===== config.mk =====
export PLATFORM = sky130hd
export DESIGN_NAME = mesi_cbus_snooper
export DESIGN_NICKNAME = d
export VERILOG_FILES = /design/src/rtl/mesi_snoop_pkg.sv /design/src/rtl/mesi_line_store.sv /design/src/rtl/mesi_cbus_snooper.sv
export SDC_FILE = /design/constraint.sdc
export NUM_CORES = 1
export LEC_CHECK = 0
export CORE_ASPECT_RATIO = 2
export CORE_MARGIN = 2
export CORE_UTILIZATION = 50
export CTS_CLUSTER_SIZE = 25
export DETAILED_ROUTE_END_ITERATION = 16
export GPL_TIMING_DRIVEN = 0
export HOLD_SLACK_MARGIN = 0.12
export PLACE_DENSITY = 0.7
export SLEW_MARGIN = 10
export SYNTH_ARGS = -nofsm -noshare
export SYNTH_HDL_FRONTEND = slang
export SYNTH_HIERARCHICAL = 1
export SYNTH_SLANG_ARGS = --single-unit

===== constraint.sdc =====
create_clock -name clk -period 7.1 [get_ports clk]
set_clock_uncertainty 0.05 [all_clocks]
set_input_delay 2.13 -clock clk [delete_from_list [all_inputs] [get_ports clk]]
set_output_delay 2.13 -clock clk [all_outputs]
set_load 0.05 [all_outputs]

===== src/rtl/mesi_snoop_pkg.sv =====
// Shared encodings, FSM state type and address-split helpers for the
// per-CPU MESI coherence-bus snooper.
package mesi_snoop_pkg;

    typedef enum logic [2:0] {
        CBUS_NOP      = 3'd0,
        CBUS_WR_SNOOP = 3'd1,
        CBUS_RD_SNOOP = 3'd2,
        CBUS_EN_WR    = 3'd3,
        CBUS_EN_RD    = 3'd4
    } cbus_cmd_e;

    typedef enum logic [2:0] {
        MBUS_NOP = 3'd0,
        MBUS_WR  = 3'd1,
        MBUS_RD  = 3'd2
    } mbus_cmd_e;

    typedef enum logic [1:0] {
        MESI_I = 2'd0,
        MESI_S = 2'd1,
        MESI_E = 2'd2,
        MESI_M = 2'd3
    } mesi_e;

    typedef enum logic [2:0] {
        ST_IDLE,
        ST_DECODE,
        ST_WB,
        ST_FILL,
        ST_ACK
    } fsm_state_e;

    function automatic int idx_width(input int lines);
        return $clog2(lines);
    endfunction

    function automatic int tag_width(input int addr_w, input int lines);
        return addr_w - $clog2(lines);
    endfunction

endpackage


===== src/rtl/mesi_line_store.sv =====
// Direct-mapped tag/data/MESI-state arrays: one combinational read port,
// one synchronous write port, asynchronous clear.
module mesi_line_store
    import mesi_snoop_pkg::*;
#(
    parameter int LINES  = 4,
    parameter int IDX_W  = 2,
    parameter int TAG_W  = 30,
    parameter int DATA_W = 32
) (
    input  logic                i_clk,
    input  logic                i_rst_n,
    input  logic [IDX_W-1:0]    i_rd_idx,
    output logic [TAG_W-1:0]    o_rd_tag,
    output logic [DATA_W-1:0]   o_rd_data,
    output mesi_e               o_rd_state,
    input  logic                i_wr_en,
    input  logic [IDX_W-1:0]    i_wr_idx,
    input  logic [TAG_W-1:0]    i_wr_tag,
    input  logic [DATA_W-1:0]   i_wr_data,
    input  mesi_e               i_wr_state,
    output logic [2*LINES-1:0]  o_line_state
);

    logic [TAG_W-1:0]  r_tag   [LINES];
    logic [DATA_W-1:0] r_data  [LINES];
    mesi_e             r_state [LINES];

    always_ff @(posedge i_clk or negedge i_rst_n) begin
        if (!i_rst_n) begin
            for (int unsigned i = 0; i < LINES; i++) begin
                r_tag[i]   <= '0;
                r_data[i]  <= '0;
                r_state[i] <= MESI_I;
            end
        end else if (i_wr_en) begin
            r_tag[i_wr_idx]   <= i_wr_tag;
            r_data[i_wr_idx]  <= i_wr_data;
            r_state[i_wr_idx] <= i_wr_state;
        end
    end

    assign o_rd_tag   = r_tag[i_rd_idx];
    assign o_rd_data  = r_data[i_rd_idx];
    assign o_rd_state = r_state[i_rd_idx];

    always_comb begin
        o_line_state = '0;
        for (int unsigned k = 0; k < LINES; k++) begin
            o_line_state[2*k +: 2] = r_state[k];
        end
    end

endmodule


===== src/rtl/mesi_cbus_snooper.sv =====
// Per-CPU coherence-bus responder: services mesi_isc snoop/enable commands,
// writes back Modified lines over the main bus and arbitrates local writes.
module mesi_cbus_snooper
    import mesi_snoop_pkg::*;
#(
    parameter int ADDR_WIDTH     = 32,
    parameter int DATA_WIDTH     = 32,
    parameter int CBUS_CMD_WIDTH = 3,
    parameter int MBUS_CMD_WIDTH = 3,
    parameter int LINES          = 4
) (
    input  logic                      clk,
    input  logic                      rst_n,
    input  logic [CBUS_CMD_WIDTH-1:0] cbus_cmd_i,
    input  logic [ADDR_WIDTH-1:0]     cbus_addr_i,
    output logic                      cbus_ack_o,
    output logic [MBUS_CMD_WIDTH-1:0] mbus_cmd_o,
    output logic [ADDR_WIDTH-1:0]     mbus_addr_o,
    output logic [DATA_WIDTH-1:0]     mbus_data_o,
    input  logic [DATA_WIDTH-1:0]     mbus_data_i,
    input  logic                      mbus_ack_i,
    input  logic                      lcl_wr_i,
    input  logic [ADDR_WIDTH-1:0]     lcl_addr_i,
    input  logic [DATA_WIDTH-1:0]     lcl_data_i,
    output logic                      lcl_ack_o,
    output logic [2*LINES-1:0]        line_state_o
);

    localparam int IDX_W = idx_width(LINES);
    localparam int TAG_W = tag_width(ADDR_WIDTH, LINES);

    localparam logic [CBUS_CMD_WIDTH-1:0] C_NOP = CBUS_CMD_WIDTH'(CBUS_NOP);
    localparam logic [CBUS_CMD_WIDTH-1:0] C_WRS = CBUS_CMD_WIDTH'(CBUS_WR_SNOOP);
    localparam logic [CBUS_CMD_WIDTH-1:0] C_RDS = CBUS_CMD_WIDTH'(CBUS_RD_SNOOP);
    localparam logic [CBUS_CMD_WIDTH-1:0] C_ENW = CBUS_CMD_WIDTH'(CBUS_EN_WR);
    localparam logic [CBUS_CMD_WIDTH-1:0] C_ENR = CBUS_CMD_WIDTH'(CBUS_EN_RD);
    localparam logic [MBUS_CMD_WIDTH-1:0] M_NOP = MBUS_CMD_WIDTH'(MBUS_NOP);
    localparam logic [MBUS_CMD_WIDTH-1:0] M_WR  = MBUS_CMD_WIDTH'(MBUS_WR);
    localparam logic [MBUS_CMD_WIDTH-1:0] M_RD  = MBUS_CMD_WIDTH'(MBUS_RD);

    fsm_state_e                r_state, w_next;
    logic [CBUS_CMD_WIDTH-1:0] r_cmd;
    logic [ADDR_WIDTH-1:0]     r_addr;
    logic [MBUS_CMD_WIDTH-1:0] r_mbus_cmd, w_mbus_cmd_nx;
    logic [ADDR_WIDTH-1:0]     r_mbus_addr, w_mbus_addr_nx;
    logic [DATA_WIDTH-1:0]     r_mbus_data, w_mbus_data_nx;
    logic                      r_cbus_ack;
    logic                      r_lcl_ack, w_lcl_ack_nx;
    logic                      r_ignore;
    logic                      w_latch;

    logic [ADDR_WIDTH-1:0]     w_lookup_addr;
    logic [IDX_W-1:0]          w_idx;
    logic [TAG_W-1:0]          w_lk_tag;
    logic [TAG_W-1:0]          w_rd_tag;
    logic [DATA_WIDTH-1:0]     w_rd_data;
    mesi_e                     w_rd_state;
    logic                      w_hit;

    logic                      w_wr_en;
    logic [TAG_W-1:0]          w_wr_tag;
    logic [DATA_WIDTH-1:0]     w_wr_data;
    mesi_e                     w_wr_state;

    // The single read port serves local-write lookup in IDLE, the latched command otherwise.
    assign w_lookup_addr = (r_state == ST_IDLE) ? lcl_addr_i : r_addr;
    assign w_idx         = w_lookup_addr[IDX_W-1:0];
    assign w_lk_tag      = w_lookup_addr[ADDR_WIDTH-1:IDX_W];
    assign w_hit         = (w_rd_tag == w_lk_tag) && (w_rd_state != MESI_I);

    mesi_line_store #(
        .LINES  (LINES),
        .IDX_W  (IDX_W),
        .TAG_W  (TAG_W),
        .DATA_W (DATA_WIDTH)
    ) u_store (
        .i_clk        (clk),
        .i_rst_n      (rst_n),
        .i_rd_idx     (w_idx),
        .o_rd_tag     (w_rd_tag),
        .o_rd_data    (w_rd_data),
        .o_rd_state   (w_rd_state),
        .i_wr_en      (w_wr_en),
        .i_wr_idx     (w_idx),
        .i_wr_tag     (w_wr_tag),
        .i_wr_data    (w_wr_data),
        .i_wr_state   (w_wr_state),
        .o_line_state (line_state_o)
    );

    always_ff @(posedge clk or negedge rst_n) begin
        if (!rst_n) begin
            r_state     <= ST_IDLE;
            r_cmd       <= '0;
            r_addr      <= '0;
            r_mbus_cmd  <= '0;
            r_mbus_addr <= '0;
            r_mbus_data <= '0;
            r_cbus_ack  <= 1'b0;
            r_lcl_ack   <= 1'b0;
            r_ignore    <= 1'b0;
        end else begin
            r_state     <= w_next;
            if (w_latch) begin
                r_cmd  <= cbus_cmd_i;
                r_addr <= cbus_addr_i;
            end
            r_mbus_cmd  <= w_mbus_cmd_nx;
            r_mbus_addr <= w_mbus_addr_nx;
            r_mbus_data <= w_mbus_data_nx;
            r_cbus_ack  <= (w_next == ST_ACK);
            r_lcl_ack   <= w_lcl_ack_nx;
            r_ignore    <= (r_state == ST_ACK);
        end
    end

    always_comb begin
        w_next         = r_state;
        w_latch        = 1'b0;
        w_lcl_ack_nx   = 1'b0;
        w_mbus_cmd_nx  = r_mbus_cmd;
        w_mbus_addr_nx = r_mbus_addr;
        w_mbus_data_nx = r_mbus_data;
        w_wr_en        = 1'b0;
        w_wr_tag       = w_rd_tag;
        w_wr_data      = w_rd_data;
        w_wr_state     = w_rd_state;

        unique case (r_state)
            ST_IDLE: begin
                if (!r_ignore && cbus_cmd_i != C_NOP) begin
                    w_latch = 1'b1;
                    w_next  = ST_DECODE;
                end else if (cbus_cmd_i == C_NOP && lcl_wr_i && w_hit &&
                             (w_rd_state == MESI_E || w_rd_state == MESI_M)) begin
                    w_wr_en      = 1'b1;
                    w_wr_data    = lcl_data_i;
                    w_wr_state   = MESI_M;
                    w_lcl_ack_nx = 1'b1;
                end
            end
            ST_DECODE: begin
                w_next = ST_ACK;
                if (r_cmd == C_WRS || r_cmd == C_RDS) begin
                    if (w_hit && w_rd_state == MESI_M) begin
                        w_next = ST_WB;
                    end else if (w_hit) begin
                        w_wr_en    = 1'b1;
                        w_wr_state = (r_cmd == C_WRS) ? MESI_I : MESI_S;
                    end
                end else if (r_cmd == C_ENW || r_cmd == C_ENR) begin
                    if (w_hit) begin
                        if (r_cmd == C_ENW) begin
                            w_wr_en    = 1'b1;
                            w_wr_state = MESI_M;
                        end
                    end else if (w_rd_state == MESI_M) begin
                        w_next = ST_WB;
                    end else begin
                        w_next = ST_FILL;
                    end
                end
                if (w_next == ST_WB) begin
                    w_mbus_cmd_nx  = M_WR;
                    w_mbus_addr_nx = {w_rd_tag, w_idx};
                    w_mbus_data_nx = w_rd_data;
                end else if (w_next == ST_FILL) begin
                    w_mbus_cmd_nx  = M_RD;
                    w_mbus_addr_nx = r_addr;
                end
            end
            ST_WB: begin
                if (mbus_ack_i) begin
                    w_wr_en    = 1'b1;
                    w_wr_state = (r_cmd == C_RDS) ? MESI_S : MESI_I;
                    // Victim write-back chains straight into the fill without a NOP gap.
                    if (r_cmd == C_ENW || r_cmd == C_ENR) begin
                        w_next         = ST_FILL;
                        w_mbus_cmd_nx  = M_RD;
                        w_mbus_addr_nx = r_addr;
                    end else begin
                        w_next        = ST_ACK;
                        w_mbus_cmd_nx = M_NOP;
                    end
                end
            end
            ST_FILL: begin
                if (mbus_ack_i) begin
                    w_wr_en       = 1'b1;
                    w_wr_tag      = r_addr[ADDR_WIDTH-1:IDX_W];
                    w_wr_data     = mbus_data_i;
                    w_wr_state    = (r_cmd == C_ENW) ? MESI_M : MESI_S;
                    w_next        = ST_ACK;
                    w_mbus_cmd_nx = M_NOP;
                end
            end
            ST_ACK: begin
                w_next = ST_IDLE;
            end
            default: begin
                w_next = ST_IDLE;
            end
        endcase
    end

    assign cbus_ack_o  = r_cbus_ack;
    assign lcl_ack_o   = r_lcl_ack;
    assign mbus_cmd_o  = r_mbus_cmd;
    assign mbus_addr_o = r_mbus_addr;
    assign mbus_data_o = r_mbus_data;

endmodule


# After elaboration in Yosys (flattened, before gate mapping)
# Cells that the tools add are included.
[op_classes]
add_sub_neg = 0
n_mul = 0
div = 0
n_lt_le_gt_ge = 2
n_eq_ne = 18
shifts = 0
mux = 74
n_bitwise = 1
reduce_logical = 21
[op_table]
columns = ["op", "count"]
rows = [
  ["two-way mux 32 bit", 11],
  ["two-way mux 30 bit", 5],
  ["bitwise mux 128 bit", 1],
  ["one-hot mux 32 bit (2 select lines)", 2],
  ["bitwise mux 120 bit", 1],
  ["binary-select mux 32 bit (select 2 bit)", 1],
  ["demux 32 bit (select 2 bit)", 1],
  ["binary-select mux 30 bit (select 2 bit)", 1],
  ["demux 30 bit (select 2 bit)", 1],
  ["two-way mux 3 bit", 13],
  ["equality test 30 bit", 1],
  ["two-way mux 2 bit", 15],
  ["equality test 3 x 2 -> 1 bit, second input constant", 6],
  ["two-way mux 1 bit", 15],
  ["one-hot mux 3 bit (4 select lines)", 1],
  ["equality test 3 bit, second input constant", 3],
  ["one-hot mux 3 bit (3 select lines)", 1],
  ["bitwise mux 8 bit", 1],
  ["one-hot mux 2 bit (4 select lines)", 1],
  ["AND reduction 4 bit", 2],
  ["logical AND 1 bit", 7],
  ["equality test 3 x 1 -> 1 bit, second input constant", 2],
  ["zero test 3 bit", 2],
  ["!= test 2 bit, second input constant", 3],
  ["14 further kinds", 19],
]
[word_totals]
reg_bits = 364
latchBits = 0
mem_bits_rw = 0
mem_bits_ro = 0
inputBits = 135
out_inout_bits = 77
word_cells = 137
n_memories = 0

# Logic depth before layout (Yosys ltp)
[logic_depth]
word_depth = 16
depth_mapped = 23
depth_no_buf = 14

# Cells and area by module
# Netlist, hierarchy kept.
[by_module_without_submodules]
columns = ["module", "instances", "cells_per_inst", "area_each_um2", "seq_area_each_um2"]
rows = [
  ["mesi_line_store", 1, 621, 11109.4, 6406.1],
  ["mesi_cbus_snooper", 1, 712, 6970.4, 2677.6],
]

# Worst setup path before layout
# OpenSTA, ideal clock, no wires.
[synth_path]
kind = "in2reg"
startpoint = "input lcl_addr_i[0]"
endpoint = "register u_store/r_data[100] (netlist bit)"
setup_time_ps = 128
arrival_time_ps = 5946
required_time_ps = 6922
slack_ps = 977
path_stages = 17
cell_sequence = "nand2_1 > nand2_1 > buf_4 > buf_4 > mux4_2 > xnor2_1 > o221ai_1 > o41ai_1 > o2111a_1 > nand4_1 > or3_1 > a211oi_1 > or3_1 > nor3b_2 > buf_4 > buf_6 > mux2_1"
[synth_lines]
columns = ["element", "line", "text"]
rows = [
  ["start: declaration", "mesi_cbus_snooper.sv:23", "input logic [ADDR_WIDTH-1:0] lcl_addr_i,"],
  ["two-way mux 32 bit (*)", "mesi_cbus_snooper.sv:66", "assign w_lookup_addr = (r_state == ST_IDLE) ? lcl_addr_i : r_addr;"],
  ["via w_lookup_addr[0]", "mesi_cbus_snooper.sv:52", "logic [ADDR_WIDTH-1:0] w_lookup_addr;"],
  ["inverter 2 -> 3 bit (not written as such) (*)", "mesi_line_store.sv:43", "assign o_rd_tag = r_tag[i_rd_idx];"],
  ["binary-select mux 30 bit (select 2 bit) (*)", "mesi_line_store.sv:43", ""],
  ["two-way mux 30 bit (not written as such) (*) (2 in series)", "mesi_line_store.sv:43", ""],
  ["via w_rd_tag[12]", "mesi_cbus_snooper.sv:55", "logic [TAG_W-1:0] w_rd_tag;"],
  ["equality test 30 bit (*)", "mesi_cbus_snooper.sv:69", "assign w_hit = (w_rd_tag == w_lk_tag) && (w_rd_state != MESI_I);"],
  ["logical AND 1 bit (*)", "mesi_cbus_snooper.sv:69", ""],
  ["logical AND 1 bit (2 in series)", "mesi_cbus_snooper.sv:134", "end else if (cbus_cmd_i == C_NOP && lcl_wr_i && w_hit &&"],
  ["two-way mux 1 bit", "mesi_cbus_snooper.sv:134", ""],
  ["two-way mux 1 bit", "mesi_cbus_snooper.sv:131", "if (!r_ignore && cbus_cmd_i != C_NOP) begin"],
  ["one-hot mux 1 bit (3 select lines) (*)", "mesi_cbus_snooper.sv:129", "unique case (r_state)"],
  ["via w_wr_en", "mesi_cbus_snooper.sv:60", "logic w_wr_en;"],
  ["end signal: indexed assignment", "mesi_line_store.sv:38", "r_data[i_wr_idx] <= i_wr_data;"],
  ["end: declaration", "mesi_line_store.sv:26", "logic [DATA_W-1:0] r_data [LINES];"],
]
# The timed path passes the listed nets; every way through them passes the cells marked *. The select of a mux whose other input is x is not followed.
# A chain may end at the register's enable or synchronous reset.

# Worst setup path in the final report
[layout_path]
startpoint = "input lcl_addr_i[0]"
endpoint = "register u_store/r_tag[118] (netlist bit)"
[layout_between]
elab_chain_len = 12
[layout_lines]
columns = ["element", "line", "text"]
rows = [
  ["two-way mux 32 bit (*)", "mesi_cbus_snooper.sv:66", ""],
  ["via w_lookup_addr[0]", "mesi_cbus_snooper.sv:52", ""],
  ["inverter 2 -> 3 bit (not written as such) (*)", "mesi_line_store.sv:43", ""],
  ["binary-select mux 30 bit (select 2 bit) (*)", "mesi_line_store.sv:43", ""],
  ["two-way mux 30 bit (not written as such) (*) (2 in series)", "mesi_line_store.sv:43", ""],
  ["via w_rd_tag[5]", "mesi_cbus_snooper.sv:55", ""],
  ["equality test 30 bit (*)", "mesi_cbus_snooper.sv:69", ""],
  ["logical AND 1 bit (*)", "mesi_cbus_snooper.sv:69", ""],
  ["logical AND 1 bit (2 in series)", "mesi_cbus_snooper.sv:134", ""],
  ["two-way mux 1 bit", "mesi_cbus_snooper.sv:134", ""],
  ["two-way mux 1 bit", "mesi_cbus_snooper.sv:131", ""],
  ["one-hot mux 1 bit (3 select lines) (*)", "mesi_cbus_snooper.sv:129", ""],
  ["via w_wr_en", "mesi_cbus_snooper.sv:60", ""],
  ["end signal: indexed assignment", "mesi_line_store.sv:37", "r_tag[i_wr_idx] <= i_wr_tag;"],
  ["end: declaration", "mesi_line_store.sv:25", "logic [TAG_W-1:0] r_tag [LINES];"],
]
# Marked as above.

==> impl_metrics.toml <==
[synthesis]
ys_ff_latch = 363
ys_top_cells_by_area = "dfrtp_1 (50%), mux2_2 (16%), mux4_2 (8.0%)"
synth_ff_type = "dfrtp_1"
synth_top_area_cell = "dfrtp_1"
yosysSeqAreaShare_pct = 50.2
ys_types = 71
syn_nets = 1468
synth-async-reset-ratio_pct = 100
synth_area_um2 = 18100
syn-mean-instance-area_um2 = 13.6
yosysTopAreaCellShare_pct = 50.2
synth_edf_count = 0
yosys_warnings = 6
netlist_instances = 1333

[job]
drv_cap = 0

[power_and_ir_drop]
powerDensity_nw_per_um2 = 424
ir_drop_mv = 0.278
leakage_nw = 10.1
p_total_mw = 9.34

[detailed_routing]
avgViaCountPerCell = 6.05
wire_per_inst_um = 25.8
num_vias = 12500
initialDrtViolationCount = 769
first_pass_iters = 7
drcViolationCount = 0
wl_um = 53100
ant_nets = 0

[timing]
max_slew_margin_pct = 31.9
hold_viol_final = 0
max_freq_mhz = 143
finalCritPeriodShare_pct = 98.6
finalSetupViolCount = 0
layout_min_cycle_time_ns = 7.00
rsz0062_at_grt = "false"
max_slew.worst_pin.slew_ns = 1.02
drv_slew = 0

[worst_setup_path]
max_stage_delay_ns = 0.63
worst_ep_required_time_ns = 7.44
cp-start-kind = "input pin"
crit_top_cell = "buf_6"
crit_slowest_cell = "mux4_2"
endpoint_kind = "flip-flop"
crit_type = "input pin to flip-flop"
path_cells = "clkdlybuf4s50_1, nand2_1, nand2_2, buf_6, buf_6, mux4_2, or2_2, a221oi_1, nor2_1, or2_2, clkbuf_1, or3_1, a211oi_1, or3_1, nor3b_2, buf_6, buf_6, mux2_1"
worstPathMaxFanout = 10
arrival_ns = 7.34

[global_routing]
grt_pass1_vias = 13400
grt_max_degree = 110
grt_overflow = 0
antenna_found_initial = 2
grt.total_usage_pct = 28.3
grt_pass1_wl_um = 80900

[clocking]
hold_buffers = 0
clock_sinks = 363
htree_levels = 2
insertion_delay_ns = 0.53
clkSlewWorstSetupHoldPaths_ns = 0.06
clockBufferDepth = 3
cts_tree = "built"
cts_buffers = 35
root_buffer = "clkbuf_16"

[floorplanning]
initial_core_util_pct = 50.7
die_w_um = 138
die_h_um = 273
pin_count = 212
dieArea_um2 = 37800
rows = 98
coreArea_um2 = 35700

[place]
dp_cells = 1996
detailed_place_hpwl_um = 39000
gp_congestion = 0.976
io_buffers = 210

[layout]
drive_gt1_share_pct = 30.6
syn2layout_area_growth_pct = 21.8
nets = 1719
final_cells = 2059

[outcome]
status = "finished clean"

[hold_path]
hp-class = "flip-flop to flip-flop"
sequential cells by signal, summed over array words and instances (netlist names):
| register | cells |
|---|---|
| mbus_addr_o | 32 |
| u_store/r_data | 128 |
| u_store/r_tag | 120 |
| r_cmd | 3 |
| mbus_cmd_o | 2 |
| mbus_data_o | 32 |
| lcl_ack_o | 1 |
| r_addr | 32 |
| cbus_ack_o | 1 |
| r_ignore | 1 |
| u_store/o_line_state | 8 |
| r_state | 3 |
critical path, delay by kind of cell:
kind                   cells  cell delay [ns]
AOI/OAI and AO/OA          2             0.58
buffers and inverters      6             1.60
muxes                      2             0.98
and+or+nand+nor            8             2.00
final cells by class:
type / instances / area (um2)
fillers: 2829 / 13700
diodes: 1 / 2.50
inverters: 55 / 206
well taps: 450 / 563
repair buffers: 215 / 2200
clock inverters: 12 / 70.1
clock buffers: 49 / 988
plain buffers: 94 / 677
flip-flops and latches: 363 / 9080
multi-input cells: 820 / 8230
metal layers:
metal	share of wire [%]	up-vias	GRT usage, %
met5	0.021	-	0
met4	6.7	2	16.5
met3	4.6	150	3.93
met2	53	460	51.3
met1	36	6380	31.5
li1	-	5469	-
power breakdown:
part | total [mW] | leakage, nW | internal [mW] | switching, mW
Sequential | 3.20 | 4.87 | 2.73 | 0.466
Clock | 1.77 | 0.528 | 0.976 | 0.793
Combinational | 4.38 | 4.71 | 1.86 | 2.51
Total | 9.34 | 10.1 | 5.57 | 3.77
cell usage after synthesis (all sizes together) (6+ instances only):
master,count
dfrtp,363
mux2,346
o21ai,87
mux4,64
a22oi,59
buf,56
inv,55
nand2,41
clkbuf,39
a2bb2oi,28
nor2,22
xnor2,16
mux2i,14
nor3,12
nor4,9
a21oi,8
nor2b,8
o31ai,7
xor2,6
per-stage QoR:
stage | TNS, ns | setup slack [ns] | cell area (um2) | util [%] | hold WS [ns]
after global placement | -4781.98 | -11.68 | 20700 | 58.1 | 0.412
after CTS | 0 | 0.00143 | 22000 | 61.6 | 0.438
after global routing | 0 | 0.0151 | 22000 | 61.7 | 0.447
after detailed placement | -560.50 | -2.04 | 20800 | 58.4 | 0.424
after floorplan | 0 | 0.977 | 18100 | - | 0.403
final | 0 | 0.0987 | 22000 | 61.7 | 0.434
worst paths after layout:
kind | cells past startpoint | slack, ns | from | to
max | 18 | 0.1 | lcl_addr_i[0] | u_store/r_tag[118]$_DFFE_PN0P_
min | 1 | 0.43 | u_store/r_data[97]$_DFFE_PN0P_ | u_store/r_data[97]$_DFFE_PN0P_
max reg2reg | 20 | 0.31 | r_state[2]$_DFF_PN0_ | u_store/r_tag[118]$_DFFE_PN0P_
min reg2reg | 1 | 0.43 | u_store/r_data[97]$_DFFE_PN0P_ | u_store/r_data[97]$_DFFE_PN0P_
max in group asynchronous | 3 | 4.00 | rst_n | u_store/r_tag[3]$_DFFE_PN0P_
min in group asynchronous | 1 | 1.55 | rst_n | u_store/r_data[24]$_DFFE_PN0P_
cells by family after synthesis:
logic type	count (synthesis)	share of synthesized area [%]
other cells	1	0.0207
buf+inv	150	4.71
mux	424	30.9
xor+xnor	22	1.07
simple gates	139	4.21
compound gates	234	8.85
flops	363	50.2
what timing repair did:
item,in CTS,in global routing
gates resized for setup,25,12
setup endpoints to repair,323,192
pin swaps,2,1
setup buffers,1,1
placed cells by master (no fill, tap or decap), types with 10 or more instances in the layout:
cell type        count
inv_1               54
a22oi_1             59
a2bb2oi_1           28
dfrtp_1            363
mux2_1              65
mux4_2              64
clkbuf_1            41
buf_4               10
xnor2_1             12
buf_6               28
nand2_1             39
nor2_1              22
mux2_4              29
mux2_2             252
clkdlybuf4s50_1    209
mux2i_1             14
clkbuf_16           35
o21ai_0             86
buf_2               13
(Power assumes the default switching activity.)
